File: src/rtl/cic_pkg.sv
// ----------------------------------------------------------------------------
// cic_pkg
//   Shared constants and types for the CIC comb section.
//   - MAX_STAGES / MAX_DIFF_DELAY / MAX_CH : supported parameter ceilings
//   - sample_t : signed sample at the default CIC register width
//   - ch_t     : channel tag wide enough for MAX_CH channels
//   - tag_width() : channel-tag width for a given channel count (min 1 bit)
// ----------------------------------------------------------------------------
package cic_pkg;

   localparam int MAX_STAGES     = 8;
   localparam int MAX_DIFF_DELAY = 4;
   localparam int MAX_CH         = 8;
   localparam int DEF_DATA_WIDTH = 16;

   typedef logic signed [DEF_DATA_WIDTH-1:0] sample_t;
   typedef logic [$clog2(MAX_CH)-1:0]        ch_t;

   // A single channel still needs a 1-bit tag port.
   function automatic int tag_width(input int n);
      return (n > 1) ? $clog2(n) : 1;
   endfunction

endpackage

File: src/rtl/cic_comb_stage.sv
// ----------------------------------------------------------------------------
// cic_comb_stage
//   One comb stage y = x - x[n-M], kept independently per interleaved channel.
//   Ports:
//     clk, rst_n   clock, synchronous active-low reset
//     clear        flush history and the valid bit (data/tag registers hold)
//     bypass       pass x through unchanged (history still advances)
//     shift        arithmetic right shift applied to the registered result
//     in_valid/in_ch/in_data     stage input (tag assumed in range)
//     out_valid/out_ch/out_data  registered stage output
// ----------------------------------------------------------------------------
module cic_comb_stage
   import cic_pkg::*;
#(
   parameter int DATA_WIDTH = 16,
   parameter int DIFF_DELAY = 1,
   parameter int NUM_CH     = 2,
   parameter int CH_W       = tag_width(NUM_CH),
   parameter int SH_W       = $clog2(DATA_WIDTH)
) (
   input  logic                  clk,
   input  logic                  rst_n,
   input  logic                  clear,
   input  logic                  bypass,
   input  logic [SH_W-1:0]       shift,
   input  logic                  in_valid,
   input  logic [CH_W-1:0]       in_ch,
   input  logic [DATA_WIDTH-1:0] in_data,
   output logic                  out_valid,
   output logic [CH_W-1:0]       out_ch,
   output logic [DATA_WIDTH-1:0] out_data
);

   // hist_q[c][0] is the newest sample of channel c, [DIFF_DELAY-1] the oldest.
   logic [NUM_CH-1:0][DIFF_DELAY-1:0][DATA_WIDTH-1:0] hist_q, hist_d;
   logic                  valid_q;
   logic [CH_W-1:0]       ch_q;
   logic [DATA_WIDTH-1:0] data_q, data_d;
   logic [DATA_WIDTH-1:0] tail, y;

   // Compare-select rather than direct indexing so a non power-of-two
   // NUM_CH never reads past the history array.
   always_comb begin
      tail = '0;
      for (int c = 0; c < NUM_CH; c++) begin
         if (in_ch == CH_W'(c)) tail = hist_q[c][DIFF_DELAY-1];
      end
      // Modular subtract: wrap-around is what makes the CIC cancel correctly.
      y      = bypass ? in_data : (in_data - tail);
      data_d = $signed(y) >>> shift;
   end

   always_comb begin
      hist_d = hist_q;
      for (int c = 0; c < NUM_CH; c++) begin
         if (in_valid && in_ch == CH_W'(c)) begin
            for (int d = DIFF_DELAY-1; d > 0; d--) hist_d[c][d] = hist_q[c][d-1];
            hist_d[c][0] = in_data;
         end
      end
   end

   always_ff @(posedge clk) begin
      if (!rst_n) begin
         hist_q  <= '0;
         valid_q <= 1'b0;
         ch_q    <= '0;
         data_q  <= '0;
      end else if (clear) begin
         hist_q  <= '0;
         valid_q <= 1'b0;
      end else begin
         hist_q  <= hist_d;
         valid_q <= in_valid;
         // Tag and data only move with a valid sample so the output holds.
         if (in_valid) begin
            ch_q   <= in_ch;
            data_q <= data_d;
         end
      end
   end

   assign out_valid = valid_q;
   assign out_ch    = ch_q;
   assign out_data  = data_q;

endmodule

File: src/rtl/cic_comb_chain.sv
// ----------------------------------------------------------------------------
// cic_comb_chain
//   N cascaded comb stages (differential delay M) for time-interleaved CIC
//   channels, one sample per clock, latency NUM_STAGES clocks, no backpressure.
//   Ports:
//     clk, rst_n       clock, synchronous active-low reset (aborts in-flight data)
//     clear            flush all history and in-flight valids; outputs hold
//     bypass           stages pass data unchanged while history keeps updating
//     out_shift        arithmetic right shift applied in the last stage
//     in_valid/in_ch/in_data     input sample; tags >= NUM_CH are dropped
//     out_valid/out_ch/out_data  output sample; ch/data hold while not valid
// ----------------------------------------------------------------------------
module cic_comb_chain
   import cic_pkg::*;
#(
   parameter int DATA_WIDTH = 16,
   parameter int NUM_STAGES = 3,
   parameter int DIFF_DELAY = 1,
   parameter int NUM_CH     = 2,
   parameter int CH_W       = tag_width(NUM_CH),
   parameter int SH_W       = $clog2(DATA_WIDTH)
) (
   input  logic                  clk,
   input  logic                  rst_n,
   input  logic                  clear,
   input  logic                  bypass,
   input  logic [SH_W-1:0]       out_shift,
   input  logic                  in_valid,
   input  logic [CH_W-1:0]       in_ch,
   input  logic [DATA_WIDTH-1:0] in_data,
   output logic                  out_valid,
   output logic [CH_W-1:0]       out_ch,
   output logic [DATA_WIDTH-1:0] out_data
);

   logic [NUM_STAGES:0]                 vld_pipe;
   logic [NUM_STAGES:0][CH_W-1:0]       ch_pipe;
   logic [NUM_STAGES:0][DATA_WIDTH-1:0] dat_pipe;
   logic                                tag_ok;

   // Out-of-range tags never enter the chain, so no stage history is touched.
   assign tag_ok      = (32'(in_ch) < 32'(NUM_CH));
   assign vld_pipe[0] = in_valid & tag_ok;
   assign ch_pipe[0]  = in_ch;
   assign dat_pipe[0] = in_data;

   for (genvar k = 0; k < NUM_STAGES; k++) begin : g_stage
      // Only the last stage scales, so out_shift is sampled alongside it.
      localparam bit LAST = (k == NUM_STAGES-1);

      cic_comb_stage #(
         .DATA_WIDTH (DATA_WIDTH),
         .DIFF_DELAY (DIFF_DELAY),
         .NUM_CH     (NUM_CH),
         .CH_W       (CH_W),
         .SH_W       (SH_W)
      ) u_stage (
         .clk       (clk),
         .rst_n     (rst_n),
         .clear     (clear),
         .bypass    (bypass),
         .shift     (LAST ? out_shift : {SH_W{1'b0}}),
         .in_valid  (vld_pipe[k]),
         .in_ch     (ch_pipe[k]),
         .in_data   (dat_pipe[k]),
         .out_valid (vld_pipe[k+1]),
         .out_ch    (ch_pipe[k+1]),
         .out_data  (dat_pipe[k+1])
      );
   end

   assign out_valid = vld_pipe[NUM_STAGES];
   assign out_ch    = ch_pipe[NUM_STAGES];
   assign out_data  = dat_pipe[NUM_STAGES];

endmodule

File: config.mk
export PLATFORM = sky130hd
export DESIGN_NAME = cic_comb_chain
export DESIGN_NICKNAME = d
export VERILOG_FILES = /design/src/rtl/cic_pkg.sv /design/src/rtl/cic_comb_stage.sv /design/src/rtl/cic_comb_chain.sv
export SDC_FILE = /design/constraint.sdc
export NUM_CORES = 1
export LEC_CHECK = 0
export BUFFER_PORTS_ARGS = -buffer_cell sky130_fd_sc_hd__buf_2
export CELL_PAD_IN_SITES_DETAIL_PLACEMENT = 1
export CELL_PAD_IN_SITES_GLOBAL_PLACEMENT = 1
export CORE_ASPECT_RATIO = 0.6
export CORE_MARGIN = 8
export CORE_UTILIZATION = 50
export CTS_CLUSTER_DIAMETER = 150
export CTS_CLUSTER_SIZE = 20
export DETAILED_ROUTE_END_ITERATION = 8
export PLACE_DENSITY = 0.93
export SYNTH_ARGS = -nofsm -noshare
export SYNTH_HDL_FRONTEND = slang
export SYNTH_SLANG_ARGS = --single-unit
File: constraint.sdc
create_clock -name clk -period 12.4 [get_ports clk]
set_clock_uncertainty 0.1 [all_clocks]
set_input_delay 1.86 -clock clk [delete_from_list [all_inputs] [get_ports clk]]
set_output_delay 1.86 -clock clk [all_outputs]
set_load 0.05 [all_outputs]
==> impl_metrics.csv, run 1 <==
group,metric,value,unit
run_status,status,"finished, final reports clean",
worst_setup_path,critPathCaptureType,"flip-flop",
drt,drcViolationCount,0,
clock_network,clock_path_buffers,2,
clock_network,post-cts-setup-buffers,0,
die,dieHeight,122,um
worst_setup_path,r2r_slack,7820,ps
timing,worstMarginPinSlew,1170,ps
worst_hold_path,min-delay-path-class,"reg -> reg",
worst_setup_path,path_max_fanout,82,
drt,met2WireLength,14600,um
place,place_hpwl,22300,um
finish,final_cells,1464,
timing,finalSetupTns,0,ps
synthesis,ys_async_sr_fraction,0,%
drt,dr.max_layer_used,"met4",
finish,drive_gt1_share,9.29,%
timing,clock.fmax,0.196,GHz
synthesis,synth-seq-cells,150,
place,place_congestion,0.938,
drt,num_vias,9517,
timing,final.min_clock_period,5110,ps
die,rows,39,
grt,grt_pass1_vias,9877,
synthesis,syn_inst,1232,
grt,grt_max_degree,97,
grt,overflow,0,
die,io_pins,44,
finish,nNetsFinal,1280,
timing,rsz0062_at_grt,"false",
clock_network,cts_hold_buf,0,
place,place_area,9600,um^2
place,port-buffer-count,43,
synthesis,ys_seq_area_share,31.8,%
worst_hold_path,min_from,"g_stage[1].u_stage.hist_q[12]",
power,p_per_area,131,nW/um^2
synthesis,yosysWarnings,0,
synthesis,syn-cell-area,9440,um^2
worst_hold_path,hold_end,"g_stage[1].u_stage.hist_q[12]",
power,ir_worst_vdd,105,uV
place,post-place-cells,1431,
drt,dr_wl_met3,3670,um
drt,wl_per_cell,23.4,um
grt,grt_pass1_wl,54800,um
worst_setup_path,cp.required,12660,ps
worst_setup_path,path_class,"in -> reg",
finish,seqCellArea,3000,um^2
synthesis,syn-num-nets,1308,
grt,antenna_found_initial,0,
worst_setup_path,critPathLaunchType,"input pin",
synthesis,synth_edf_count,0,
die,die_area,23700,um^2
drt,drt-met1-wl,15100,um
worst_setup_path,worstPathArrival,5370,ps
drt,vias_per_cell,6.50,
finish,area_growth,8.63,%
timing,max_slew_margin,22.2,%
clock_network,clk-insertion-delay-late,450,ps
timing,hold_viol,0,
timing,setup_viol,0,
clock_network,clockRootBuffer,"clkbuf_16",
worst_hold_path,hold_depth,2,
clock_network,cts_resized,0,
drt,wl,34200,um
clock_network,cts_max_level,4,
job,drv_cap,0,
synthesis,synth_ff_type,"dfxtp_1",
clock_network,clk_pin_slew,70,ps
clock_network,numCtsBuffers,17,
timing,holdWs,356,ps
synthesis,syn_avg_cell_area,7.66,um^2
worst_setup_path,worstReg2RegEnd,"g_stage[2].u_stage.out_data[1]",
finish,multi_input_area,5920,um^2
power,finalPower,1350,uW
synthesis,yosysUniqueCellTypes,82,
drt,antenna_left,0,
die,start_util,50.2,%
timing,slew_viol_final,0,
worst_setup_path,reg2reg_depth,12,
drt,dr.pass1.iters,5,
finish,stdcell_area,10300,um^2
finish,num-fill-cells,2339,
drt,drt_iter0_markers,1109,
worst_setup_path,r2r_start,"g_stage[1].u_stage.out_ch",
clock_network,cts.sinks,150,
grt,grt_usage,28.9,%
power,p_leak,0.00382,uW
die,fp.coreArea,18800,um^2
die,dieWidth,193,um
timing,fin_crit_sh,41.2,%
clock_network,cts_tree,"yes",
## worst max-delay path: stages
cell and delay, ps:
buf_2 80, buf_4 650, inv_1 500, buf_4 380
nand2_1 100, mux2i_1 100, nand3_1 150, nand2_1 250
o311ai_0 630, o311ai_0 280, a31oi_1 310
## cells by family after synthesis
family / after synthesis / synth area share [%]
buffers and inverters: 122 / 5.61
AOI/OAI and AO/OA: 330 / 22.8
xor gates and xnor gates: 32 / 3.05
adders and majority gates: 50 / 6.87
and+or+nand+nor: 473 / 21.5
DFF: 150 / 31.8
muxes: 75 / 8.43
## sequential cells by signal (all words and copies together), names as in the netlist
name / cells
g_stage.u_stage.out_valid: 3
g_stage.u_stage.hist_q: 96
g_stage.u_stage.out_data: 48
g_stage.u_stage.out_ch: 3
## final cells by class
class                      count  area share (%)
clock buffer                  20            4.45
tap                          246            3.00
clock inverter                12            1.94
inverter                      24           0.879
multi-input combinational    960            57.7
timing repair buffer          51            2.68
sequential                   150            29.3
antenna                        1          0.0244
## cell usage in the layout, fill, tap and decap left out, types with 17 or more instances in the layout
cell type | netlist | routed
clkbuf_16 | 0 | 17
ha_1 | 47 | 47
nand2_1 | 287 | 287
a21oi_1 | 144 | 144
inv_1 | 22 | 22
nor2_1 | 77 | 77
dfxtp_1 | 150 | 150
mux2i_1 | 66 | 66
nor3_1 | 22 | 22
o21ai_0 | 44 | 44
buf_2 | 6 | 43
xnor2_1 | 20 | 20
## how the worst max path moves through the flow
stage	startpoint	end	slack (ps)	cells after the start
final	bypass	g_stage[2].u_stage.out_data[1]	7290	11
after global routing	bypass	g_stage[2].u_stage.out_data[1]	7180	11
after CTS	bypass	g_stage[2].u_stage.out_data[1]	7530	11
after detailed placement	in_ch	g_stage[0].u_stage.out_data[14]	7280	13
after global placement	in_ch	g_stage[0].u_stage.out_data[14]	7360	13
after floorplan	in_ch	g_stage[0].u_stage.out_data[14]	7710	13
## stage by stage
stage               utilization [%]  setup WS, ps
floorplan                         -          7710
global route                   54.6          7180
global placement               51.1          7360
CTS                            54.6          7530
finish                         54.6          7290
detailed placement             51.1          7280
## where the power goes
part	switching, uW	internal, uW	leakage, uW	total, uW
clock network	226	368	0.000320	594
registers	14.1	491	0.00121	505
logic	160	86.9	0.00229	247
total	400	945	0.00382	1350
## synth_stat cells (8+ instances only)
library cell | instances | share of area (%)
nand2_1 | 287 | 11
dfxtp_1 | 150 | 32
a21oi_1 | 144 | 7.6
nor2_1 | 77 | 3.1
mux2i_1 | 66 | 7.0
clkbuf_1 | 65 | 2.6
ha_1 | 47 | 6.2
o21ai_0 | 44 | 2.3
inv_1 | 22 | 0.87
nor3_1 | 22 | 1.2
xnor2_1 | 20 | 1.9
nor2b_1 | 18 | 1.2
buf_4 | 17 | 1.4
a31oi_1 | 16 | 1.1
a211oi_1 | 14 | 1.1
nand3_1 | 14 | 0.74
nand2b_1 | 12 | 0.80
o211ai_1 | 12 | 0.95
xor2_1 | 11 | 1.0
a311oi_1 | 10 | 0.93
and3_1 | 10 | 0.66
buf_1 | 10 | 0.40
o21a_1 | 10 | 0.80
a211o_1 | 8 | 0.74
or3_1 | 8 | 0.53
## layer usage
layer | up-vias | GRT usage [%]
met5 | - | 0
met4 | 0 | 11.9
met3 | 93 | 8.73
met2 | 522 | 43.7
met1 | 4648 | 38.3
li1 | 4254 | -
Note: power is estimated with default switching activity, not from simulation.
==> run 2: changes to the inputs <==
CORE_UTILIZATION = 47   (was 50)
PLACE_DENSITY = 0.88   (was 0.93)
clock period = 5.3 ns   (was 12.4 ns; I/O delays follow)
==> impl_metrics.csv, run 2 (synthesized netlist as in run 1, its figures left out) <==
group,metric,value,unit
grt,grtUsageMet3,6.30,%
worst_setup_path,slowest_stage,"dfxtp_1",
die,rows,40,
clock_network,clk-insertion-delay-late,440,ps
timing,final.min_clock_period,4160,ps
timing,finalSetupTns,0,ps
finish,layout_common_cells,"nand2_1 (287), dfxtp_1 (150), a21oi_1 (144)",
timing,fin_crit_sh,78.5,%
drt,drt_iter0_markers,959,
drt,wl_per_cell,21.2,um
drt,wl,31600,um
worst_setup_path,path_delay_family,"compound AO/OA/AOI/OAI gates",
place,port-buffer-count,43,
finish,largest_reg_flops,96,
grt,grt_max_degree,97,
place,place_congestion,0.896,
drt,dr.pass1.iters,5,
clock_network,numCtsBuffers,17,
drt,vias_per_cell,6.22,
worst_setup_path,path_max_fanout,14,
power,ir_worst_vdd,248,uV
worst_setup_path,critPathCaptureType,"flip-flop",
worst_setup_path,crit_chain,"buf_4 > mux2i_1 > ha_1 > a21oi_1 > nor2_1 > a211oi_1 > o21ai_2 > xor2_2 > nor3_2 > o41ai_2 > a2111oi_1 > a2111oi_2",
finish,drive_gt1_share,9.37,%
grt,grt_use_met1,34.2,%
clock_network,clock_path_buffers,2,
die,die_area,25000,um^2
drt,drcViolationCount,0,
grt,grt_pass1_vias,9397,
clock_network,cts_hold_buf,0,
grt,met2_usage,37.7,%
clock_network,cts_tree,"yes",
run_status,status,"finished, final reports clean",
grt,grt_usage,25.0,%
finish,area_growth,8.75,%
finish,diodes,0,
worst_setup_path,cp.required,5520,ps
job,drv_cap,0,
worst_hold_path,min-delay-path-class,"reg -> reg",
place,place_hpwl,21700,um
timing,max_slew_margin,18.6,%
power,p_leak,0.00381,uW
clock_network,cts.sinks,150,
grt,antenna_found_initial,0,
die,fp.coreArea,19900,um^2
drt,num_vias,9261,
grt,overflow,0,
worst_setup_path,critPathBufInv,1,
grt,busiest_layer,"met2",
timing,setup_viol,0,
timing,slew_viol_final,0,
finish,regMostFlops,"g_stage.u_stage.hist_q",
die,dieWidth,199,um
finish,final_common_cell,"nand2_1",
clock_network,clockRootBuffer,"clkbuf_16",
timing,hold_viol,0,
worst_setup_path,path_class,"reg -> reg",
power,p_per_area,298,nW/um^2
clock_network,post-cts-setup-buffers,0,
power,finalPower,3060,uW
grt,grt_pass1_wl,50300,um
clock_network,cts_resized,0,
die,start_util,47.5,%
clock_network,cts_max_level,4,
finish,nNetsFinal,1281,
worst_setup_path,worst_path_largest_cell_delay,550,ps
clock_network,clk_pin_slew,70,ps
die,io_pins,44,
die,dieHeight,126,um
worst_setup_path,critPathLaunchType,"flip-flop",
finish,num-fill-cells,2434,
drt,antenna_left,0,
timing,worstMarginPinSlew,1220,ps
timing,clock.fmax,0.240,GHz
worst_setup_path,worstPathArrival,4380,ps
timing,rsz0062_at_grt,"false",
[run 2: metal layers]
metal / vias up / routed length, um / part of all wire [%]
met5: - / 0 / 0
met4: 0 / 569 / 1.8
met3: 58 / 2480 / 7.8
met2: 350 / 13500 / 43
met1: 4602 / 15100 / 48
li1: 4251 / - / -
[run 2: cell type report]
type	instances	area [um^2]	share of cell area [%]
Clock inverter	12	175	1.71
Clock buffer	19	453	4.41
Timing Repair Buffer	52	283	2.75
Inverter	24	90.1	0.878
Multi-Input combinational cell	960	5920	57.7
Tap cell	273	342	3.33
Sequential cell	150	3000	29.3
[run 2: worst register-to-register path, stage by stage (launching register included)]
cell,delay [ps]
dfxtp_1,550
buf_4,350
mux2i_1,270
ha_1,380
a21oi_1,490
nor2_1,110
a211oi_1,290
o21ai_2,120
xor2_2,230
nor3_2,80
o41ai_2,540
a2111oi_1,200
a2111oi_2,350
[run 2: path summary, 6_finish.rpt]
| kind | slack, ps | cells past startpoint | endpoint | startpoint |
|---|---|---|---|---|
| max | 1140 | 12 | g_stage[2].u_stage.out_data[8] | g_stage[1].u_stage.out_ch |
| min | 350 | 2 | g_stage[2].u_stage.hist_q[24] | g_stage[2].u_stage.hist_q[24] |
| max reg2reg | 1140 | 12 | g_stage[2].u_stage.out_data[8] | g_stage[1].u_stage.out_ch |
| min reg2reg | 350 | 2 | g_stage[2].u_stage.hist_q[24] | g_stage[2].u_stage.hist_q[24] |
[run 2: where the power goes]
group / total [uW] / internal [uW] / switching [uW]
combinational: 556 / 203 / 353
sequential: 1180 / 1150 / 30.8
clock: 1320 / 811 / 514
total: 3060 / 2160 / 898
[run 2: per-stage QoR]
step	std cells	worst slack [ps]	area, um^2	util (%)	hold slack (ps)
after floorplan	1232	1330	9440	-	333
after global placement	1459	1350	9640	48.5	341
after detailed placement	1459	1210	9640	48.5	348
after CTS	1490	1210	10300	51.7	356
after global routing	1490	896	10300	51.7	364
final	1490	1140	10300	51.7	355
